[src/rtl/barrel_shifter_arb_pkg.sv]
// Shared types, width helpers and flat-bus field macro for the shared-shifter scheduler.
// Requester fields are packed back to back; field r lives at [r*w +: w].
`define BSA_FIELD(bus, idx, w) bus[(idx)*(w) +: (w)]

package barrel_shifter_arb_pkg;

  localparam int DEF_BW_DATA = 8;
  localparam int DEF_NUM_REQ = 4;

  typedef enum logic {
    ST_EMPTY = 1'b0,
    ST_FULL  = 1'b1
  } rsp_state_e;

  function automatic int calc_bw_k(input int bw_data);
    return $clog2(bw_data);
  endfunction

  function automatic int calc_bw_id(input int num_req);
    return $clog2(num_req);
  endfunction

endpackage

[src/rtl/barrel_shifter_arb_rr_arbiter.sv]
// Round-robin arbiter: first valid request at or after ptr, wrapping modulo NUM_REQ.
module rr_arbiter
  import barrel_shifter_arb_pkg::*;
#(
  parameter  int NUM_REQ = DEF_NUM_REQ,
  localparam int BW_ID   = calc_bw_id(NUM_REQ)
) (
  input  logic [NUM_REQ-1:0] req,
  input  logic [BW_ID-1:0]   ptr,
  input  logic               en,
  output logic [NUM_REQ-1:0] grant,
  output logic [BW_ID-1:0]   grant_idx
);

  logic found;

  always_comb begin : search
    int               c;
    logic [BW_ID-1:0] cand;
    found     = 1'b0;
    grant_idx = '0;
    c         = 0;
    cand      = '0;
    for (int i = 0; i < NUM_REQ; i++) begin
      c = int'(ptr) + i;
      if (c >= NUM_REQ) c = c - NUM_REQ;
      cand = BW_ID'(c);
      if (!found && req[cand]) begin
        found     = 1'b1;
        grant_idx = cand;
      end
    end
  end

  // grant_idx is still meaningful when en is low; only the grant is gated
  always_comb begin
    grant = '0;
    if (found && en) grant = NUM_REQ'(1) << grant_idx;
  end

endmodule

[src/rtl/barrel_shifter_arb_shifter.sv]
// Combinational logical barrel shifter shared by all requesters.
module barrel_shifter
  import barrel_shifter_arb_pkg::*;
#(
  parameter  int BW_DATA = DEF_BW_DATA,
  localparam int BW_K    = calc_bw_k(BW_DATA)
) (
  input  logic [BW_DATA-1:0] a,
  input  logic [BW_K-1:0]    k,
  input  logic               left,
  output logic [BW_DATA-1:0] y
);

  always_comb begin
    y = '0;
    if (left) y = a << k;
    else      y = a >> k;
  end

endmodule

[src/rtl/barrel_shifter_arb.sv]
// Time-shares one barrel_shifter among NUM_REQ requesters with a one-entry result register.
module barrel_shifter_arb
  import barrel_shifter_arb_pkg::*;
#(
  parameter  int BW_DATA = DEF_BW_DATA,
  parameter  int NUM_REQ = DEF_NUM_REQ,
  localparam int BW_K    = calc_bw_k(BW_DATA),
  localparam int BW_ID   = calc_bw_id(NUM_REQ)
) (
  input  logic                       i_clk,
  input  logic                       i_rst,
  input  logic [NUM_REQ-1:0]         i_req_valid,
  input  logic [NUM_REQ*BW_DATA-1:0] i_req_a,
  input  logic [NUM_REQ*BW_K-1:0]    i_req_k,
  input  logic [NUM_REQ-1:0]         i_req_left,
  output logic [NUM_REQ-1:0]         o_req_ready,
  output logic                       o_rsp_valid,
  output logic [BW_DATA-1:0]         o_rsp_y,
  output logic [BW_ID-1:0]           o_rsp_id,
  input  logic                       i_rsp_ready
);

  rsp_state_e         state;
  logic [BW_ID-1:0]   ptr;
  logic [BW_ID-1:0]   grant_idx;
  logic [NUM_REQ-1:0] grant;
  logic               can_accept;
  logic               arb_en;
  logic               hs;
  logic [BW_DATA-1:0] sel_a;
  logic [BW_K-1:0]    sel_k;
  logic               sel_left;
  logic [BW_DATA-1:0] shift_y;

  assign o_rsp_valid = (state == ST_FULL);
  assign can_accept  = !o_rsp_valid || i_rsp_ready;
  // reset gates ready so no requester sees a handshake that will be discarded
  assign arb_en      = can_accept && !i_rst;

  rr_arbiter #(
    .NUM_REQ(NUM_REQ)
  ) u_arb (
    .req      (i_req_valid),
    .ptr      (ptr),
    .en       (arb_en),
    .grant    (grant),
    .grant_idx(grant_idx)
  );

  assign o_req_ready = grant;
  assign hs          = |grant;

  assign sel_a    = `BSA_FIELD(i_req_a, grant_idx, BW_DATA);
  assign sel_k    = `BSA_FIELD(i_req_k, grant_idx, BW_K);
  assign sel_left = i_req_left[grant_idx];

  barrel_shifter #(
    .BW_DATA(BW_DATA)
  ) u_shift (
    .a   (sel_a),
    .k   (sel_k),
    .left(sel_left),
    .y   (shift_y)
  );

  always_ff @(posedge i_clk) begin
    if (i_rst) begin
      state    <= ST_EMPTY;
      o_rsp_y  <= '0;
      o_rsp_id <= '0;
      ptr      <= '0;
    end else begin
      case (state)
        ST_EMPTY: begin
          if (hs) state <= ST_FULL;
        end
        ST_FULL: begin
          if (!hs && i_rsp_ready) state <= ST_EMPTY;
        end
        default: state <= ST_EMPTY;
      endcase
      if (hs) begin
        o_rsp_y  <= shift_y;
        o_rsp_id <= grant_idx;
        ptr      <= (grant_idx == BW_ID'(NUM_REQ - 1)) ? '0 : grant_idx + 1'b1;
      end
    end
  end

endmodule

[config.mk]
export PLATFORM = sky130hd
export DESIGN_NAME = barrel_shifter_arb
export DESIGN_NICKNAME = d
export VERILOG_FILES = /design/src/rtl/barrel_shifter_arb_pkg.sv /design/src/rtl/barrel_shifter_arb_rr_arbiter.sv /design/src/rtl/barrel_shifter_arb_shifter.sv /design/src/rtl/barrel_shifter_arb.sv
export SDC_FILE = /design/constraint.sdc
export NUM_CORES = 1
export LEC_CHECK = 0
export CAP_MARGIN = 5
export CORE_MARGIN = 5
export CORE_UTILIZATION = 44
export DETAILED_ROUTE_END_ITERATION = 7
export PLACE_DENSITY = 0.8
export SYNTH_ARGS = -nofsm -noshare
export SYNTH_HDL_FRONTEND = slang
export SYNTH_SLANG_ARGS = --single-unit
[constraint.sdc]
create_clock -name i_clk -period 4 [get_ports i_clk]
set_input_delay 0.8 -clock i_clk [delete_from_list [all_inputs] [get_ports i_clk]]
set_output_delay 0.8 -clock i_clk [all_outputs]
set_load 0.02 [all_outputs]
=== Word level (Yosys, flattened, before mapping) ===
Index checks and enable logic that the tools add are counted.

* Multipliers: 1
* Magnitude comparators: 9
* Reduce and logical (&&, ||, !) cells: 14
* Mux-type cells: 28
* Shift operators: 5
* Equal/unequal tests: 1
* Add/sub/neg operators: 8
* Divide/modulo/power cells: 0
* Bitwise logic cells: 1

{| class="wikitable"
|+ Operators with widths
! kind !! number
|-
| 32-bit by 6-bit indexed part select with 8-bit output || 1
|-
| 2-bit 2-to-1 mux || 9
|-
| 2-bit by 3-bit less-than comparator with 1-bit output (second input constant) || 5
|-
| 12-bit by 5-bit indexed part select with 3-bit output || 1
|-
| 1-bit 2-to-1 mux || 11
|-
| 1-bit binary-select mux with 2-bit select || 5
|-
| 3-bit greater-or-equal comparator (second input constant) || 3
|-
| 8-bit 2-to-1 mux || 1
|-
| 8-bit by 3-bit left shift with 8-bit output || 1
|-
| 8-bit by 3-bit >> shifter with 8-bit output || 1
|-
| 2-bit by 1-bit subtractor with 2-bit output (second input constant) || 4
|-
| 2-bit by 2-bit adder with 3-bit output (second input constant) || 2
|-
| 1-bit logical AND || 6
|-
| 1-bit logical NOT || 6
|-
| 2-bit by 2-bit multiplier with 4-bit output (second input constant) || 1
|-
| 4-bit 2-to-1 mux || 1
|-
| 4-bit OR reduction || 1
|-
| 1-bit by 2-bit left shift with 4-bit output (first input constant) || 1
|-
| 2-bit by 1-bit adder with 3-bit output (second input constant) || 1
|-
| 2-bit by 3-bit greater-or-equal comparator with 1-bit output (second input constant) || 1
|-
| 2-bit by 1-bit adder with 2-bit output (second input constant) || 1
|-
| 2-bit equality test (second input constant) || 1
|-
| 1-bit case mux with 2 select lines || 1
|-
| 1-bit logical OR || 1
|-
| 1-bit NOT || 1
|}

* Latch bits: 0
* Flip-flop bits (word level): 13
* Logic and storage cells: 71
* Bits in read-only memories: 0
* Memories: 0
* Output and inout bits: 15
* RAM bits: 0

=== Depth between registers and ports, before layout ===
Gate-level depths: netlist of run 1.

* Depth in word-level cells: 21
* Depth in mapped cells: 11
* Gate-level depth less buffers: 10

=== Cells and area by module ===
From an unflattened synthesis of run 1, not the netlist that was laid out.

* Cell total of the unflattened synthesis: 159
* Area total of the unflattened synthesis: 1596.5 um2

{| class="wikitable"
|+ Modules (own cells, without submodules)
! module !! times used !! cells each !! seq. area each (um2) !! area each (um2)
|-
| barrel_shifter_arb || 1 || 72 || 260.2 || 898.4
|-
| barrel_shifter || 1 || 66 || 0.0 || 575.6
|-
| rr_arbiter || 1 || 21 || 0.0 || 122.6
|}

=== Worst setup path before layout of run 1 ===
Ideal clock, no wire load.

* Path type: input to register
* Start point: input i_req_valid[0]
* End point: register o_rsp_y[1]
* Slack: 945 ps
* Cell stages on the path: 9
* Path buffers: 1
* Library setup time: 91 ps
* Arrival: 2964 ps
* Cells stage by stage: and2_4 -> and2_1 -> nor3_2 -> inv_2 -> buf_2 -> ha_1 -> o41ai_1 -> a21oi_1 -> a311oi_1

* Cells in the longest elaborated chain, start to end: 16
* Elaborated cells on any way between the ends: 34
* Those cells by class: mul (1); shift (5); mux (20); reduce/logical (8)

{| class="wikitable"
|+ RTL lines
! element !! line !! source
|-
| start, declared || barrel_shifter_arb.sv:12 || <nowiki>input logic [NUM_REQ-1:0] i_req_valid,</nowiki>
|-
| 1-bit binary-select mux with 2-bit select || barrel_shifter_arb_rr_arbiter.sv:28 || <nowiki>if (!found && req[cand]) begin</nowiki>
|-
| 1-bit 2-to-1 mux (implied by the code) || barrel_shifter_arb_rr_arbiter.sv:28 ||
|-
| 1-bit 2-to-1 mux || barrel_shifter_arb_rr_arbiter.sv:28 ||
|-
| 1-bit logical NOT || barrel_shifter_arb_rr_arbiter.sv:28 ||
|-
| 1-bit logical AND || barrel_shifter_arb_rr_arbiter.sv:28 ||
|-
| 1-bit 2-to-1 mux || barrel_shifter_arb_rr_arbiter.sv:28 ||
|-
| 1-bit logical NOT || barrel_shifter_arb_rr_arbiter.sv:28 ||
|-
| 1-bit logical AND || barrel_shifter_arb_rr_arbiter.sv:28 ||
|-
| 1-bit 2-to-1 mux || barrel_shifter_arb_rr_arbiter.sv:28 ||
|-
| 1-bit logical NOT || barrel_shifter_arb_rr_arbiter.sv:28 ||
|-
| 1-bit logical AND || barrel_shifter_arb_rr_arbiter.sv:28 ||
|-
| 2-bit 2-to-1 mux || barrel_shifter_arb_rr_arbiter.sv:28 ||
|-
| 2-bit by 2-bit multiplier with 4-bit output (no line) || - ||
|-
| 12-bit by 5-bit indexed part select with 3-bit output (no line) || - ||
|-
| 8-bit by 3-bit >> shifter with 8-bit output or 8-bit by 3-bit left shift with 8-bit output (tied branches) || barrel_shifter_arb_shifter.sv:17, barrel_shifter_arb_shifter.sv:16 ||
|-
| 8-bit 2-to-1 mux || barrel_shifter_arb_shifter.sv:16 || <nowiki>if (left) y = a << k;</nowiki>
|-
| end signal, assigned || barrel_shifter_arb.sv:83 || <nowiki>o_rsp_y <= shift_y;</nowiki>
|-
| end, declared || barrel_shifter_arb.sv:18 || <nowiki>output logic [BW_DATA-1:0] o_rsp_y,</nowiki>
|}

Several ways; a longest one is shown, not always the timed one. The select of a mux whose other input is x is not followed.
A chain may end at the register's enable or synchronous reset.

=== Worst setup path after layout of run 1 ===
* Start point: input i_req_valid[0]
* End point: output o_req_ready[1]

* Cells in the longest elaborated chain, start to end: 14
* Elaborated cells on any way between the ends: 25
* Those cells by class: shift (1); mux (17); reduce/logical (7)

{| class="wikitable"
|+ RTL lines
! element !! line !! source
|-
| 1-bit binary-select mux with 2-bit select || barrel_shifter_arb_rr_arbiter.sv:28 ||
|-
| 1-bit 2-to-1 mux (implied by the code) || barrel_shifter_arb_rr_arbiter.sv:28 ||
|-
| 1-bit 2-to-1 mux || barrel_shifter_arb_rr_arbiter.sv:28 ||
|-
| 1-bit logical NOT || barrel_shifter_arb_rr_arbiter.sv:28 ||
|-
| 1-bit logical AND || barrel_shifter_arb_rr_arbiter.sv:28 ||
|-
| 1-bit 2-to-1 mux || barrel_shifter_arb_rr_arbiter.sv:28 ||
|-
| 1-bit logical NOT || barrel_shifter_arb_rr_arbiter.sv:28 ||
|-
| 1-bit logical AND || barrel_shifter_arb_rr_arbiter.sv:28 ||
|-
| 1-bit 2-to-1 mux || barrel_shifter_arb_rr_arbiter.sv:28 ||
|-
| 1-bit logical NOT || barrel_shifter_arb_rr_arbiter.sv:28 ||
|-
| 1-bit logical AND || barrel_shifter_arb_rr_arbiter.sv:28 ||
|-
| 2-bit 2-to-1 mux or 1-bit 2-to-1 mux (tied branches) || barrel_shifter_arb_rr_arbiter.sv:28 ||
|-
| 1-bit by 2-bit left shift with 4-bit output or 1-bit logical AND (tied branches) || barrel_shifter_arb_rr_arbiter.sv:38 || <nowiki>if (found && en) grant = NUM_REQ'(1) << grant_idx;</nowiki>
|-
| 4-bit 2-to-1 mux * || barrel_shifter_arb_rr_arbiter.sv:38 ||
|-
| end, declared || barrel_shifter_arb.sv:16 || <nowiki>output logic [NUM_REQ-1:0] o_req_ready,</nowiki>
|}

Mark *: on every way between the ends. The rest lies on a longest branch, timed or not. The select of a mux whose other input is x is not followed.

==> summary.md, run 1 <==
| Metric | Value |
|---|---|
| Comb power frac | `0.706` |
| Lkg Pwr | `about 0.91 nW` |
| Syn avg cell area | `7.08 um^2` |
| Post-synthesis cell count | `245` |
| CP Launch Type | `input pin` |
| Met2 GRT Util | `0.388` |
| Die H | `72.8 um` |
| P&R area growth vs syn | `44.7%` |
| Global-route met3 utilization | `0.0193` |
| Routed WL | `6150 um` |
| Hold Crit Class | `reg2reg` |
| Clk pin slew, worst setup/hold paths | `0.05 ns` |
| Power Dens Cells | `394 nW/um^2` |
| Detailed Routing Iterations Pass 1 | `5` |
| Slowest cell on crit path | `clkdlybuf4s50_1` |
| Yosys warnings | `0` |
| Vias in the first global route | `2050` |
| DP Area | `between 2000 and 2500 um^2` |
| Sw Share | `0.488` |
| RSZ-0062 raised after global routing | `no` |
| CTS Buf Count | `3` |
| Post-synth EDFFs | `0` |
| Post-cts sizing count | `0` |
| Total GRT Usage | `0.233` |
| Register area share after synthesis | `0.150` |
| Fin crit period | `3.74 ns` |
| Worst path cell trace | `clkdlybuf4s50_1 > and2_4 > and2_1 > nor3_2 > ha_1 > and2_1 > clkdlybuf4s50_1` |
| DRT iter0 DRCs | `approximately 170` |
| IO Count | `70` |
| Slew HR | `0.541` |
| Max VDD drop | `156 uV` |
| Antenna diode count | `0` |
| Vias post-DR | `2235` |
| Max-slew violation count | `0` |
| Clock share of power | `0.123` |
| Setup TNS | `0 ns` |
| Simple-gate share of the synthesized area | `0.349` |
| Ranking of synthesized cells by area | `dfxtp_1 15%, nand3_1 12%, o21ai_0 6.1%, mux2i_1 5.8%, o211ai_1 4.8%` |
| Vias/cell | `~6.2` |
| Hold WS | `roughly 0.46 ns` |
| Total power | `between 0.0009 and 0.001 W` |
| CTS tree | `yes` |
| Int Power | `0.000507 W` |
| Final nets | `370` |
| Post-synthesis mux area share | `0.0837` |
| MaxCap Viol Count | `0` |
| CTS max path bufs | `2` |
| Antenna violations before repair | `0` |
| Xor/xnor share of the synthesized area | `0` |
| Library cells used by synthesis | `51` |
| Post-CTS Setup Inserts | `0` |
| Crit Path Max Fanout | `5` |
| Drt wl/cell | `17.2 um` |
| Synth Area in Adders | `0.0289` |
| Main combinational cell family by area after synthesis | `simple AND/OR/NAND/NOR gates` |
| First-pass GRT wire length | `9940 um` |
| Post-synthesis compound-gate area fraction | `0.328` |
| Clk root buf | `clkbuf_8` |
| Syn Std Cell Area | `between 1500 and 2000 um^2` |
| CTS Hold Bufs | `0` |
| Family with the most delay on the worst path | `buffers and inverters` |
| Post-DP HPWL | `4900 um` |
| Worst Path Arrival | `2.94 ns` |
| Layout cell share with drive strength beyond 1 | `0.103` |
| Final hold vios | `0` |
| Fillers | `359` |
| Asr flop ratio synth | `0` |
| Buf/Inv on CP | `2` |
| Post-synthesis register bit count | `13` |
| Total gr overflow | `0` |
| NetSw | `~0.00048 W` |
| Main synth FF type | `dfxtp_1` |
| Sequential share of power | `0.171` |
| Core area | `about 3700 um^2` |
| Met1 demand-to-capacity share in global routing | `0.316` |
| Clk_lat worst skew | `~0.25 ns` |
| Crit path kind | `in2out` |
| Initial Utilization | `0.463` |
| Worst Skew | `0.00271 ns` |
| Worst EP required | `3.20 ns` |
| # DRC | `0` |
| Post-synth top area share | `0.150` |
| Port Buf Inserts | `a little under 70` |
| Die ar. | `5300 um^2` |
| Largest net degree at the start of global routing | `22` |
| Outcome | `complete, no violations` |
| # rows | `22` |
| Worst-Margin Slew | `0.686 ns` |
| Routed Antenna Nets | `0` |
| Post-synthesis cell type with the largest combined area | `dfxtp_1` |
| Die width | `72.8 um` |
| Finished Cell Area | `2510 um^2` |
| Htree depth | `1` |
| Fmax | `267 MHz` |
| Slowest stage delay, CP | `0.60 ns` |
| Most used routing layer | `met2` |
| Final period utilization | `0.936` |
| CP Capture Type | `output pin` |
| Syn Nets | `304` |
| CTS sink cnt | `13` |
| Routability Congestion | `0.930` |
| Count of final setup violators | `0` |
[power groups by stage]
stage / Combinational (W) / Clock (W) / Sequential [W]
2_1_floorplan: 0.000438 / 0 / 0.000195
3_3_place_gp: 0.000689 / 0 / 0.000171
3_5_place_dp: 0.000685 / 0 / 0.000172
4_1_cts: 0.000688 / 0.000124 / 0.000169
5_1_grt: 0.000758 / 0.000129 / 0.000173
6_report: 0.000699 / 0.000121 / 0.000169
[path summary, 6_finish.rpt]
| check | startpoint | endpoint | cells after the start | slack (ns) |
|---|---|---|---|---|
| setup reg to reg | ptr[1] | o_rsp_y[3] | 10 | 1.10 |
| setup / recovery | i_req_valid[0] | o_req_ready[1] | 7 | 0.26 |
| hold / removal | o_rsp_id[1] | o_rsp_id[1] | 2 | 0.46 |
| hold reg to reg | o_rsp_id[1] | o_rsp_id[1] | 2 | 0.46 |
[metal layers]
layer / share of wire / vias up / wire length [um]
met2: 0.48 / 136 / 2940
met1: 0.43 / 1009 / 2630
met3: 0.080 / 8 / 491
li1: - / 1082 / -
met5: 0 / - / 0
met4: 0.014 / 0 / 86
[area by class of cell]
class                           count  area [um^2]  share of cell area
Tap cell                           48         60.1              0.0239
Sequential cell                    13          260               0.104
Timing Repair Buffer               78          758               0.302
Inverter                            3         16.3             0.00648
Multi-Input combinational cell    212         1370               0.546
Clock buffer                        4         45.0              0.0179
[metrics by stage]
step	worst slack [ns]	util	cells
floorplan	0.945	-	245
global placement	0.302	0.658	354
detailed placement	0.246	0.658	354
CTS	0.231	0.670	358
global route	0.0723	0.670	358
finish	0.257	0.670	358
[cell families (layout without fill, tap and decap cells)]
kind of cell / Yosys count / count (layout)
flip-flops: 13 / 13
AND/OR/NAND/NOR: 115 / 115
buffers and inverters: 20 / 85
adder cells (fa/ha/maj): 4 / 4
AO/OA/AOI/OAI: 80 / 80
multiplexers: 13 / 13
[cell usage in the layout (no fill, tap or decap), types with 3 or more instances in the layout]
master	instances
nand2b_1	4
o211ai_1	11
a21oi_1	7
nor2_2	3
nor2_1	16
nor3_1	4
clkdlybuf4s50_1	69
a311oi_1	5
dfxtp_1	13
clkbuf_8	3
nand2_1	15
and2_1	5
ha_1	4
a31oi_1	6
nor4_1	5
a211oi_1	8
o21ai_0	21
buf_4	9
and3_1	8
nand3_1	40
mux2i_1	10
nand4_1	6
[state kept, by name, indices dropped and copies added (netlist names)]
name         count
o_rsp_id         2
o_rsp_valid      1
o_rsp_y          8
ptr              2
[cells in the mapped netlist, types with 6 or more instances]
library cell,count
dfxtp_1,13
a31oi_1,6
a21oi_1,7
nand3_1,40
and3_1,8
nand2_1,15
o21ai_0,21
buf_2,7
nor2_1,16
nand4_1,6
a211oi_1,8
o211ai_1,11
mux2i_1,10
clkbuf_1,6
[worst min-delay path: stages (launching register included)]
cell	delay, ns
dfxtp_1	0.30
nand2_1	0.05
a21oi_1	0.05
Note: power is estimated with default switching activity, not from simulation.
==> run 2: changes to the inputs <==
CORE_ASPECT_RATIO = 1.4   (was not set)
RECOVER_POWER = 25   (was not set)
==> run 2 against run 1 <==
Effect of this change: sequential power barely moved; worst setup slack lost 0.0063 ns; total power is 1.9% lower; worst hold slack lost 0.014 ns; critical endpoint is now o_req_ready[0].
==> summary.md, run 2 (same netlist as run 1, synthesis figures left out) <==
| Metric | Value |
|---|---|
| Die ar. | `roughly 5300 um^2` |
| Worst EP required | `3.20 ns` |
| MaxCap Viol Count | `0` |
| Finished Cell Area | `2520 um^2` |
| Total power | `0.000971 W` |
| Hold path startpoint | `o_rsp_id[1]` |
| Crit Reg-Reg Startpoint | `ptr[1]` |
| Most common cell after layout, fill and taps aside | `clkdlybuf4s50_1` |
| Layout cell share with drive strength beyond 1 | `0.109` |
| Antenna violations before repair | `0` |
| Routed WL | `5860 um` |
| # rows | `27` |
| Vias in the first global route | `2154` |
| Final nets | `about 370` |
| Max reg flops | `8` |
| Buf/Inv on CP | `3` |
| P&R area growth vs syn | `45.2%` |
| Crit Path Max Fanout | `5` |
| Worst Skew | `0.000837 ns` |
| CTS tree | `yes` |
| Routed Antenna Nets | `0` |
| Total gr overflow | `0` |
| Total GRT Usage | `0.217` |
| Hold Crit Class | `reg2reg` |
| # DRC | `0` |
| Vias post-DR | `2176` |
| R2R Setup Slk | `around 1.2 ns` |
| Lkg Pwr | `~0.94 nW` |
| Die width | `63.1 um` |
| DRT iter0 DRCs | `144` |
| Clk pin slew, worst setup/hold paths | `0.05 ns` |
| Post-cts sizing count | `0` |
| Final hold vios | `0` |
| Worst path cell trace | `clkdlybuf4s50_1 > and2_4 > and2_1 > nor3_2 > inv_2 > ha_1 > and2_1 > clkdlybuf4s50_1` |
| Slowest cell on crit path | `clkdlybuf4s50_1` |
| Slowest stage delay, CP | `0.53 ns` |
| Antenna diode count | `0` |
| Max-slew violation count | `0` |
| Hold Path End | `o_rsp_id[1]` |
| Setup TNS | `0 ns` |
| Initial Utilization | `0.446` |
| Worst-Margin Slew | `0.674 ns` |
| Die H | `roughly 84 um` |
| CP Launch Type | `input pin` |
| CTS sink cnt | `13` |
| Worst Reg-to-Reg Cells | `10` |
| Biggest register | `o_rsp_y` |
| Core area | `a little under 4000 um^2` |
| Largest registers | `o_rsp_y (8), o_rsp_id (2), ptr (2)` |
| Routability Congestion | `roughly 0.94` |
| Family with the most delay on the worst path | `buffers and inverters` |
| Pre-CTS setup slack | `0.251 ns` |
| Power Dens Cells | `386 nW/um^2` |
| Setup ws final | `0.250 ns` |
| RSZ-0062 raised after global routing | `no` |
| Drt wl/cell | `16.5 um` |
| End of the worst register-to-register path | `o_rsp_y[4]` |
| Clk root buf | `clkbuf_8` |
| Max VDD drop | `approximately 330 uV` |
| Clk_lat worst skew | `0.24 ns` |
| Post-DP HPWL | `4790 um` |
| Outcome | `complete, no violations` |
| Count of final setup violators | `0` |
| CTS Hold Bufs | `0` |
| Hold path depth | `2` |
| CP Capture Type | `output pin` |
| DP Area | `about 2500 um^2` |
| First-pass GRT wire length | `9640 um` |
| Post-CTS Setup Inserts | `0` |
| Detailed Routing Iterations Pass 1 | `5` |
| Crit path kind | `in2out` |
| Fin crit period | `about 3.7 ns` |
| Largest net degree at the start of global routing | `22` |
| Vias/cell | `6.13` |
| Final period utilization | `0.937` |
| Fmax | `between 200 and 300 MHz` |
| Port Buf Inserts | `just under 70` |
| Slew HR | `0.550` |
| Commonest non-fill, non-tap cells in the layout | `62 x clkdlybuf4s50_1, 40 x nand3_1, 21 x o21ai_0` |
| Htree depth | `1` |
| CTS Buf Count | `3` |
| IO Count | `70` |
| CTS max path bufs | `2` |
| Worst Path Arrival | `slightly below 3 ns` |
[run 2: changes by cell type in the layout (fill, tap and decap cells not counted), sizes merged]
cell / change
clkdlybuf4s50: -7
dlygate4sd3: +7
buf: +2
[run 2: stage by stage]
step / instances / util / hold slack, ns
final: 355 / 0.648 / 0.447
after global routing: 355 / 0.648 / 0.480
after CTS: 355 / 0.648 / 0.455
after detailed placement: 351 / 0.637 / 0.447
after global placement: 351 / 0.637 / 0.442
after floorplan: 245 / - / 0.484
[run 2: routing by layer]
| metal | global-route usage | routed length, um | vias up |
|---|---|---|---|
| met5 | 0 | 0 | - |
| met1 | 0.243 | 2290 | 984 |
| met4 | 0.0965 | 167 | 0 |
| met2 | 0.408 | 3110 | 94 |
| met3 | 0.0120 | 293 | 13 |
| li1 | - | - | 1085 |
[run 2: worst max path at each step]
stage	endpoint	start	slack, ns	cells past startpoint
floorplan	o_rsp_y[1]	i_req_valid[0]	0.94	9
global placement	o_req_ready[0]	i_req_valid[0]	0.31	8
detailed placement	o_req_ready[0]	i_req_valid[0]	0.25	8
CTS	o_req_ready[0]	i_req_valid[0]	0.25	8
global route	o_req_ready[0]	i_req_valid[2]	0.07	8
finish	o_req_ready[0]	i_req_valid[0]	0.25	8
[run 2: power by group]
group	leakage [nW]	internal [W]	switching (W)	total [W]
Combinational	0.810	0.000284	0.000406	0.000690
Sequential	0.107	0.000154	0.0000134	0.000168
Clock	0.0228	0.0000701	0.0000431	0.000113
[run 2: final cells by class]
cell class | count | area [um^2]
Inverter | 3 | 16.3
Multi-Input combinational cell | 212 | 1370
Fill cell | 357 | 1370
Clock buffer | 4 | 45.0
Tap cell | 43 | 53.8
Timing Repair Buffer | 80 | 773
Sequential cell | 13 | 260
[run 2: worst min-delay path: stages (launching register included)]
cell     delay (ns)
dfxtp_1        0.30
nand2_1        0.05
a21oi_1        0.05
